$ cat src/rtl/control_fsm.sv
//------------------------------------------------------------------------------
// control_fsm
//   Multicycle RISC-V control unit for a unified-memory datapath. One state
//   per datapath step; memory accesses wait on MemReady.
//
//   Parameters
//     ILLEGAL_HALT  1: unrecognised opcode parks the FSM in HALT.
//                   0: unrecognised opcode behaves as a NOP (DECODE -> FETCH).
//   Build option
//     CONTROL_FSM_JALR_EN  when defined, adds the JALR and JALRLINK states for
//                          Op 1100111. When undefined, that opcode is treated
//                          as unrecognised.
//
//   Ports
//     clk, rst        clock, synchronous active-high reset
//     Op, Funct3,     instruction fields used for sequencing and ALU decode
//     Funct7b5
//     Zero            ALU zero flag, used in BEQ
//     MemReady        memory completes the current access this cycle
//     PCWrite, AdrSrc, MemWrite, IRWrite, RegWrite, ResultSrc, ALUSrcA,
//     ALUSrcB, ImmSrc, ALUControl   datapath controls
//     Halted          high while in HALT
//     state_dbg       current state encoding, for observation only
//
//   Memory handshake: the FSM holds its access request (address select and,
//   for stores, MemWrite) stable in a wait state for as long as MemReady is
//   low; the access is complete in the cycle MemReady is high, and only then
//   does the FSM move on. At most one access is requested per cycle.
//------------------------------------------------------------------------------
module control_fsm #(
   parameter int ILLEGAL_HALT = 1
) (
   input  logic       clk,
   input  logic       rst,
   input  logic [6:0] Op,
   input  logic [2:0] Funct3,
   input  logic       Funct7b5,
   input  logic       Zero,
   input  logic       MemReady,
   output logic       PCWrite,
   output logic       AdrSrc,
   output logic       MemWrite,
   output logic       IRWrite,
   output logic       RegWrite,
   output logic [1:0] ResultSrc,
   output logic [1:0] ALUSrcA,
   output logic [1:0] ALUSrcB,
   output logic [1:0] ImmSrc,
   output logic [2:0] ALUControl,
   output logic       Halted,
   output logic [3:0] state_dbg
);

   localparam logic [6:0] OP_LW   = 7'b0000011;
   localparam logic [6:0] OP_SW   = 7'b0100011;
   localparam logic [6:0] OP_R    = 7'b0110011;
   localparam logic [6:0] OP_I    = 7'b0010011;
   localparam logic [6:0] OP_BEQ  = 7'b1100011;
   localparam logic [6:0] OP_JAL  = 7'b1101111;
`ifdef CONTROL_FSM_JALR_EN
   localparam logic [6:0] OP_JALR = 7'b1100111;
`endif

   localparam logic [2:0] ALU_ADD = 3'b000;
   localparam logic [2:0] ALU_SUB = 3'b001;
   localparam logic [2:0] ALU_AND = 3'b010;
   localparam logic [2:0] ALU_OR  = 3'b011;
   localparam logic [2:0] ALU_SLT = 3'b101;

   typedef enum logic [3:0] {
      S_FETCH    = 4'd0,
      S_DECODE   = 4'd1,
      S_MEMADR   = 4'd2,
      S_MEMREAD  = 4'd3,
      S_MEMWB    = 4'd4,
      S_MEMWRITE = 4'd5,
      S_EXECR    = 4'd6,
      S_EXECI    = 4'd7,
      S_ALUWB    = 4'd8,
      S_BEQ      = 4'd9,
      S_JAL      = 4'd10,
`ifdef CONTROL_FSM_JALR_EN
      S_JALR     = 4'd12,
      S_JALRLINK = 4'd13,
`endif
      S_HALT     = 4'd11
   } state_t;

   state_t     state_q, state_d;

   logic       pc_write, adr_src, mem_write, ir_write, reg_write, halted;
   logic [1:0] result_src, alu_src_a, alu_src_b;
   logic [2:0] alu_ctl, alu_dec;

   // ALU operation for EXECR/EXECI. Subtract only for R-type (Op[5]=1) with
   // Funct7b5 set; an I-type with that bit set (addi) still adds.
   always_comb begin
      alu_dec = ALU_ADD;
      case (Funct3)
         3'b000:  alu_dec = (Op[5] && Funct7b5) ? ALU_SUB : ALU_ADD;
         3'b010:  alu_dec = ALU_SLT;
         3'b110:  alu_dec = ALU_OR;
         3'b111:  alu_dec = ALU_AND;
         default: alu_dec = ALU_ADD;
      endcase
   end

   // Immediate format follows the opcode in every state.
   always_comb begin
      ImmSrc = 2'b00;
      case (Op)
         OP_SW:   ImmSrc = 2'b01;
         OP_BEQ:  ImmSrc = 2'b10;
         OP_JAL:  ImmSrc = 2'b11;
         default: ImmSrc = 2'b00;
      endcase
   end

   always_ff @(posedge clk) begin
      if (rst) state_q <= S_FETCH;
      else     state_q <= state_d;
   end

   always_comb begin
      state_d    = state_q;
      pc_write   = 1'b0;
      adr_src    = 1'b0;
      mem_write  = 1'b0;
      ir_write   = 1'b0;
      reg_write  = 1'b0;
      halted     = 1'b0;
      result_src = 2'b00;
      alu_src_a  = 2'b00;
      alu_src_b  = 2'b00;
      alu_ctl    = ALU_ADD;
      case (state_q)
         S_FETCH: begin
            // PC + 4 goes straight from the ALU to the PC while the
            // instruction is latched; both wait for the read to complete.
            alu_src_b  = 2'b10;
            result_src = 2'b10;
            ir_write   = MemReady;
            pc_write   = MemReady;
            if (MemReady) state_d = S_DECODE;
         end
         S_DECODE: begin
            // Branch/jump target OldPC + imm computed speculatively.
            alu_src_a = 2'b01;
            alu_src_b = 2'b01;
            case (Op)
               OP_LW, OP_SW: state_d = S_MEMADR;
               OP_R:         state_d = S_EXECR;
               OP_I:         state_d = S_EXECI;
               OP_BEQ:       state_d = S_BEQ;
               OP_JAL:       state_d = S_JAL;
`ifdef CONTROL_FSM_JALR_EN
               OP_JALR:      state_d = S_JALR;
`endif
               default:      state_d = (ILLEGAL_HALT != 0) ? S_HALT : S_FETCH;
            endcase
         end
         S_MEMADR: begin
            alu_src_a = 2'b10;
            alu_src_b = 2'b01;
            state_d   = (Op == OP_SW) ? S_MEMWRITE : S_MEMREAD;
         end
         S_MEMREAD: begin
            adr_src = 1'b1;
            if (MemReady) state_d = S_MEMWB;
         end
         S_MEMWB: begin
            result_src = 2'b01;
            reg_write  = 1'b1;
            state_d    = S_FETCH;
         end
         S_MEMWRITE: begin
            adr_src   = 1'b1;
            mem_write = 1'b1;
            if (MemReady) state_d = S_FETCH;
         end
         S_EXECR: begin
            alu_src_a = 2'b10;
            alu_ctl   = alu_dec;
            state_d   = S_ALUWB;
         end
         S_EXECI: begin
            alu_src_a = 2'b10;
            alu_src_b = 2'b01;
            alu_ctl   = alu_dec;
            state_d   = S_ALUWB;
         end
         S_ALUWB: begin
            reg_write = 1'b1;
            state_d   = S_FETCH;
         end
         S_BEQ: begin
            // Target was left in ALUOut by DECODE; take it only on equality.
            alu_src_a = 2'b10;
            alu_ctl   = ALU_SUB;
            pc_write  = Zero;
            state_d   = S_FETCH;
         end
         S_JAL: begin
            // PC <- target from ALUOut while OldPC + 4 becomes the link value.
            alu_src_a = 2'b01;
            alu_src_b = 2'b10;
            pc_write  = 1'b1;
            state_d   = S_ALUWB;
         end
`ifdef CONTROL_FSM_JALR_EN
         S_JALR: begin
            // PC <- rs1 + imm directly from the ALU; bit 0 is kept as is.
            alu_src_a  = 2'b10;
            alu_src_b  = 2'b01;
            result_src = 2'b10;
            pc_write   = 1'b1;
            state_d    = S_JALRLINK;
         end
         S_JALRLINK: begin
            alu_src_a = 2'b01;
            alu_src_b = 2'b10;
            state_d   = S_ALUWB;
         end
`endif
         S_HALT: begin
            halted = 1'b1;
         end
         default: state_d = S_FETCH;
      endcase
   end

   // Enables and Halted are forced low while reset is asserted, whatever the
   // current state.
   assign PCWrite    = pc_write  & ~rst;
   assign IRWrite    = ir_write  & ~rst;
   assign MemWrite   = mem_write & ~rst;
   assign RegWrite   = reg_write & ~rst;
   assign Halted     = halted    & ~rst;
   assign AdrSrc     = adr_src;
   assign ResultSrc  = result_src;
   assign ALUSrcA    = alu_src_a;
   assign ALUSrcB    = alu_src_b;
   assign ALUControl = alu_ctl;
   assign state_dbg  = state_q;

endmodule

$ cat config.mk
export PLATFORM = sky130hd
export DESIGN_NAME = control_fsm
export DESIGN_NICKNAME = d
export VERILOG_FILES = /design/src/rtl/control_fsm.sv
export SDC_FILE = /design/constraint.sdc
export NUM_CORES = 1
export LEC_CHECK = 0
export CAP_MARGIN = 10
export CORE_UTILIZATION = 37
export DETAILED_ROUTE_END_ITERATION = 10
export HOLD_SLACK_MARGIN = 0.03
export PLACE_DENSITY = 0.9
export SETUP_SLACK_MARGIN = 0.5
export SYNTH_ARGS = -nofsm -noshare
export SYNTH_HDL_FRONTEND = slang
export SYNTH_SLANG_ARGS = --single-unit
$ cat constraint.sdc
create_clock -name clk -period 1.5 [get_ports clk]
set_input_delay 0.3 -clock clk [delete_from_list [all_inputs] [get_ports clk]]
set_output_delay 0.3 -clock clk [all_outputs]
set_load 0.01 [all_outputs]
==> results of run 1 <==
==> cell families after synthesis <==
logic type	count (synthesis)	synth area share
AOI/OAI and AO/OA	26	0.308
xor gates and xnor gates	4	0.0567
buffers and inverters	13	0.101
DFF	4	0.130
muxes	2	0.0324
and+or+nand+nor	42	0.372
==> Yosys cell counts <==
cell type / count
a22oi_1: 1
a32o_1: 1
nor2_4: 1
o2111ai_1: 1
xor2_1: 2
mux2i_1: 2
buf_4: 2
o21ai_1: 1
or2_1: 1
or3_4: 1
nand2_1: 8
buf_2: 5
clkbuf_1: 1
a211o_1: 1
nor4_1: 1
nand3b_1: 3
o31ai_1: 1
and2_1: 1
nand2b_1: 3
nand4_1: 1
a211oi_1: 4
o21ai_0: 4
and3_2: 1
a21oi_1: 2
o32ai_1: 2
a2bb2oi_1: 1
o31a_1: 1
o21bai_1: 1
xnor2_1: 2
a31oi_1: 1
inv_1: 5
dfxtp_1: 4
nor3b_1: 2
nand3_1: 3
nor2b_1: 2
nor2_1: 7
nor3_1: 7
a21boi_0: 2
o2bb2ai_1: 1
o211a_1: 1
==> per-stage QoR <==
stage	hold slack [ns]	util	cells	worst slack (ns)
3_5_place_dp	0.731	0.924	172	-0.724
3_3_place_gp	0.681	0.924	172	-0.666
2_1_floorplan	0.510	-	91	0.131
==> flow_summary.json, run 1 <==
{
  "status": "stopped before the end",
  "stop_stage": "clock tree synthesis (4_1_cts)",
  "error": "[ERROR DPL-0038] Utilization greater than 100%, impossible to legalize",
  "die_y_um": 42.9,
  "cts-buffers-inserted": 3,
  "clkSinkCount": 4,
  "syn-cell-area_um2": 618,
  "ys_types": 40,
  "yosysTopAreaCell": "dfxtp_1",
  "synth_nets": 106,
  "htreeDepth": 1,
  "die_w_um": 42.9,
  "syn_avg_cell_area_um2": 6.79,
  "ys_seq_area_frac": 0.130,
  "yosys-top-cells-area": "dfxtp_1, nor3_1, a211oi_1",
  "ios": 36,
  "synth_top_area_frac": 0.130,
  "port_buffers": 35,
  "postCtsResizedCells": 162,
  "synth_seq_cells": 4,
  "ctsHoldBuffers": 0,
  "place.gp.congestion": 0.848,
  "cts_buffer_depth": 2,
  "ys_warn_count": 0,
  "post_cts_buffers": 18,
  "cts_root_buf": "clkbuf_4",
  "hpwl_um": 2550,
  "dpl_cell_area_mm2": 0.00142,
  "std_cell_rows": 14,
  "syn_inst": 91,
  "start_util": 0.401
}
==> run 2: changes to the inputs <==
==> config.mk (replaced) <==
export PLATFORM = sky130hd
export DESIGN_NAME = control_fsm
export DESIGN_NICKNAME = d
export VERILOG_FILES = /design/src/rtl/control_fsm.sv
export SDC_FILE = /design/constraint.sdc
export NUM_CORES = 1
export LEC_CHECK = 0
export CAP_MARGIN = 10
export CORE_AREA = 2 2 63 65
export DETAILED_ROUTE_END_ITERATION = 10
export DIE_AREA = 0 0 65 67
export PLACE_DENSITY_LB_ADDON = 0.15
export SYNTH_ARGS = -nofsm -noshare
export SYNTH_HDL_FRONTEND = slang
export SYNTH_SLANG_ARGS = --single-unit
==> run 2 against run 1 <==
  * The flow now finishes, with violations (setup timing)
  * Synthesized cell count stayed put
  * Area after synthesis stayed put
==> flow_summary.json, run 2 <==
{
  "syn_avg_cell_area_um2": 6.79,
  "hpwl_um": 2000,
  "final_nets": 180,
  "finalClockSkew_ns": 0.000894,
  "synth_top_area_frac": 0.130,
  "rsz0062_at_grt": "yes",
  "grt_pass1_wl_um": 4080,
  "synth.most_common_cell": "nand2_1",
  "ys_types": 40,
  "grtUsageMet2": 0.231,
  "crit_path_end_kind": "primary output",
  "hold_viol": 0,
  "synthToLayoutAreaGrowth_pct": 140,
  "timing.final.crit_share": 1.06,
  "largest_register_ffs": 4,
  "synth_seq_cells": 4,
  "period_needed_ns": 1.59,
  "htreeDepth": 1,
  "mostFrequentLayoutCell": "buf_4",
  "ctsHoldBuffers": 0,
  "ys_warn_count": 0,
  "wl_per_cell_um": 12.8,
  "synthTopCellsByCount": "nand2_1, nor2_1, nor3_1",
  "required_ns": 1.20,
  "worst_hold_slack_ns": 0.598,
  "ios": 36,
  "dr.pass1.iters": 4,
  "cts-buffers-inserted": 3,
  "vias": 968,
  "final_cell_mix": "buf_4, buf_2, buf_6, dlygate4sd2_1, nor2_1",
  "place.gp.congestion": 0.825,
  "start_kind": "register",
  "start_util": 0.171,
  "syn_inst": 91,
  "busiest_layer": "met2",
  "p_leak_nw": 0.712,
  "fmax_ghz": 0.630,
  "fin_util": 0.412,
  "worstMarginPinSlew_ns": 0.327,
  "grt_overflow": 0,
  "met3_usage": 0.0220,
  "cts_root_buf": "clkbuf_8",
  "grtUsageMet1": 0.134,
  "ant_nets": 0,
  "clk_pin_slew_ns": 0.03,
  "power_density_mw_per_mm2": 1550,
  "grt_use_total": 0.118,
  "cp_data_arrival_time_ns": 1.29,
  "drv_slew": 0,
  "syn-cell-area_um2": 618,
  "crit_fanout": 7,
  "cts_tree": "built",
  "ys_seq_area_frac": 0.130,
  "criticalPathCategory": "register to primary output",
  "core-area_mm2": 0.00361,
  "grt_start_max_net_pins": 12,
  "synth_top_flop_cell": "dfxtp_1",
  "yosysTopAreaCell": "dfxtp_1",
  "via_per_inst": 4.59,
  "reg2reg_depth": 7,
  "drt-total-wl_um": 2710,
  "first_iter_violations": 14,
  "fin_ws_ns": -0.0867,
  "slew_headroom": 0.782,
  "die_y_um": 67,
  "peakVddDrop_uv": 869,
  "synth_nets": 106,
  "holdPathStages": 4,
  "clkSinkCount": 4,
  "grt_pass1_vias": 928,
  "dpl_worst_slack_ns": -0.763,
  "die_w_um": 65,
  "hp-class": "input pin to register",
  "fillCellCount": 393,
  "yosys-top-cells-area": "dfxtp_1, nor3_1, a211oi_1",
  "std_cell_rows": 22,
  "violations": "setup timing",
  "dieArea_mm2": 0.00436,
  "drv_cap": 0,
  "clock_latency_ns": 0.21,
  "cts_buffer_depth": 2,
  "drive_above_1_share": 0.620,
  "setup_viol": 7,
  "port_buffers": 35,
  "synthArstFlopShare": 0,
  "synth_edf_count": 0,
  "status": "finished, violations left",
  "antenna_cells_inserted": 0,
  "antenna_found_initial": 0,
  "drcViolationCount": 0
}
==> run 2: cell counts after synthesis <==
Identical to the previous run, type by type.
==> run 2: worst max-delay path: stages, from the launching register on <==
cell	delay [ns]
dfxtp_4	0.38
or2_4	0.29
buf_6	0.13
a211oi_2	0.13
buf_2	0.16
==> run 2: path summary, 6_finish.rpt <==
path                              startpoint           end  slack, ns
worst min-delay path                   Op[1]  state_dbg[0]       0.60
worst max register to register  state_dbg[1]  state_dbg[3]       0.10
worst min register to register  state_dbg[3]  state_dbg[1]       0.79
worst max-delay path            state_dbg[0]      RegWrite      -0.09
==> run 2: cells by family (layout without fill, tap and decap cells) <==
group,after synthesis,in the layout,share of synthesized area
mux,2,2,0.0324
simple gates,42,42,0.372
compound gates,26,26,0.308
xor+xnor,4,4,0.0567
buf+inv,13,85,0.101
flops,4,4,0.130
==> run 2: metal layers <==
| metal | routed length (um) | share of wire | vias up |
|---|---|---|---|
| li1 | - | - | 475 |
| met1 | 1120 | 0.41 | 461 |
| met2 | 1450 | 0.53 | 30 |
| met3 | 135 | 0.050 | 2 |
| met4 | 6 | 0.0022 | 0 |
| met5 | 0 | 0 | - |
==> run 2: timing repair <==
item	CTS	global route
setup endpoints to repair	24	17
setup buffers	4	3
pin swaps	11	17
resized for setup	115	37
==> run 2: final cells by class <==
| cell class | instances | area (um2) | area share |
|---|---|---|---|
| sequential | 4 | 95.1 | 0.0641 |
| clock buffer | 3 | 41.3 | 0.0278 |
| tap | 48 | 60.1 | 0.0405 |
| inverter | 5 | 21.3 | 0.0143 |
| multi-input combinational | 74 | 647 | 0.436 |
| timing repair buffer | 77 | 619 | 0.417 |
==> run 2: metrics by stage <==
step / cells / instance area (um2) / setup TNS, ns / total power (W)
finish: 211 / 1480 / -0.340 / 0.00229
global route: 211 / 1480 / -0.821 / 0.00247
CTS: 208 / 1350 / -0.577 / 0.00207
detailed placement: 201 / 1260 / -8.63 / 0.00179
global placement: 201 / 1260 / -8.48 / 0.00180
floorplan: 91 / 631 / 0 / 0.000947
==> run 2: where the power goes <==
part           leakage [nW]  internal, W  switching (W)
combinational         0.655     0.000962       0.000808
sequential           0.0356     0.000176       0.000127
clock                0.0216     0.000171      0.0000496
(Power assumes the default switching activity.)
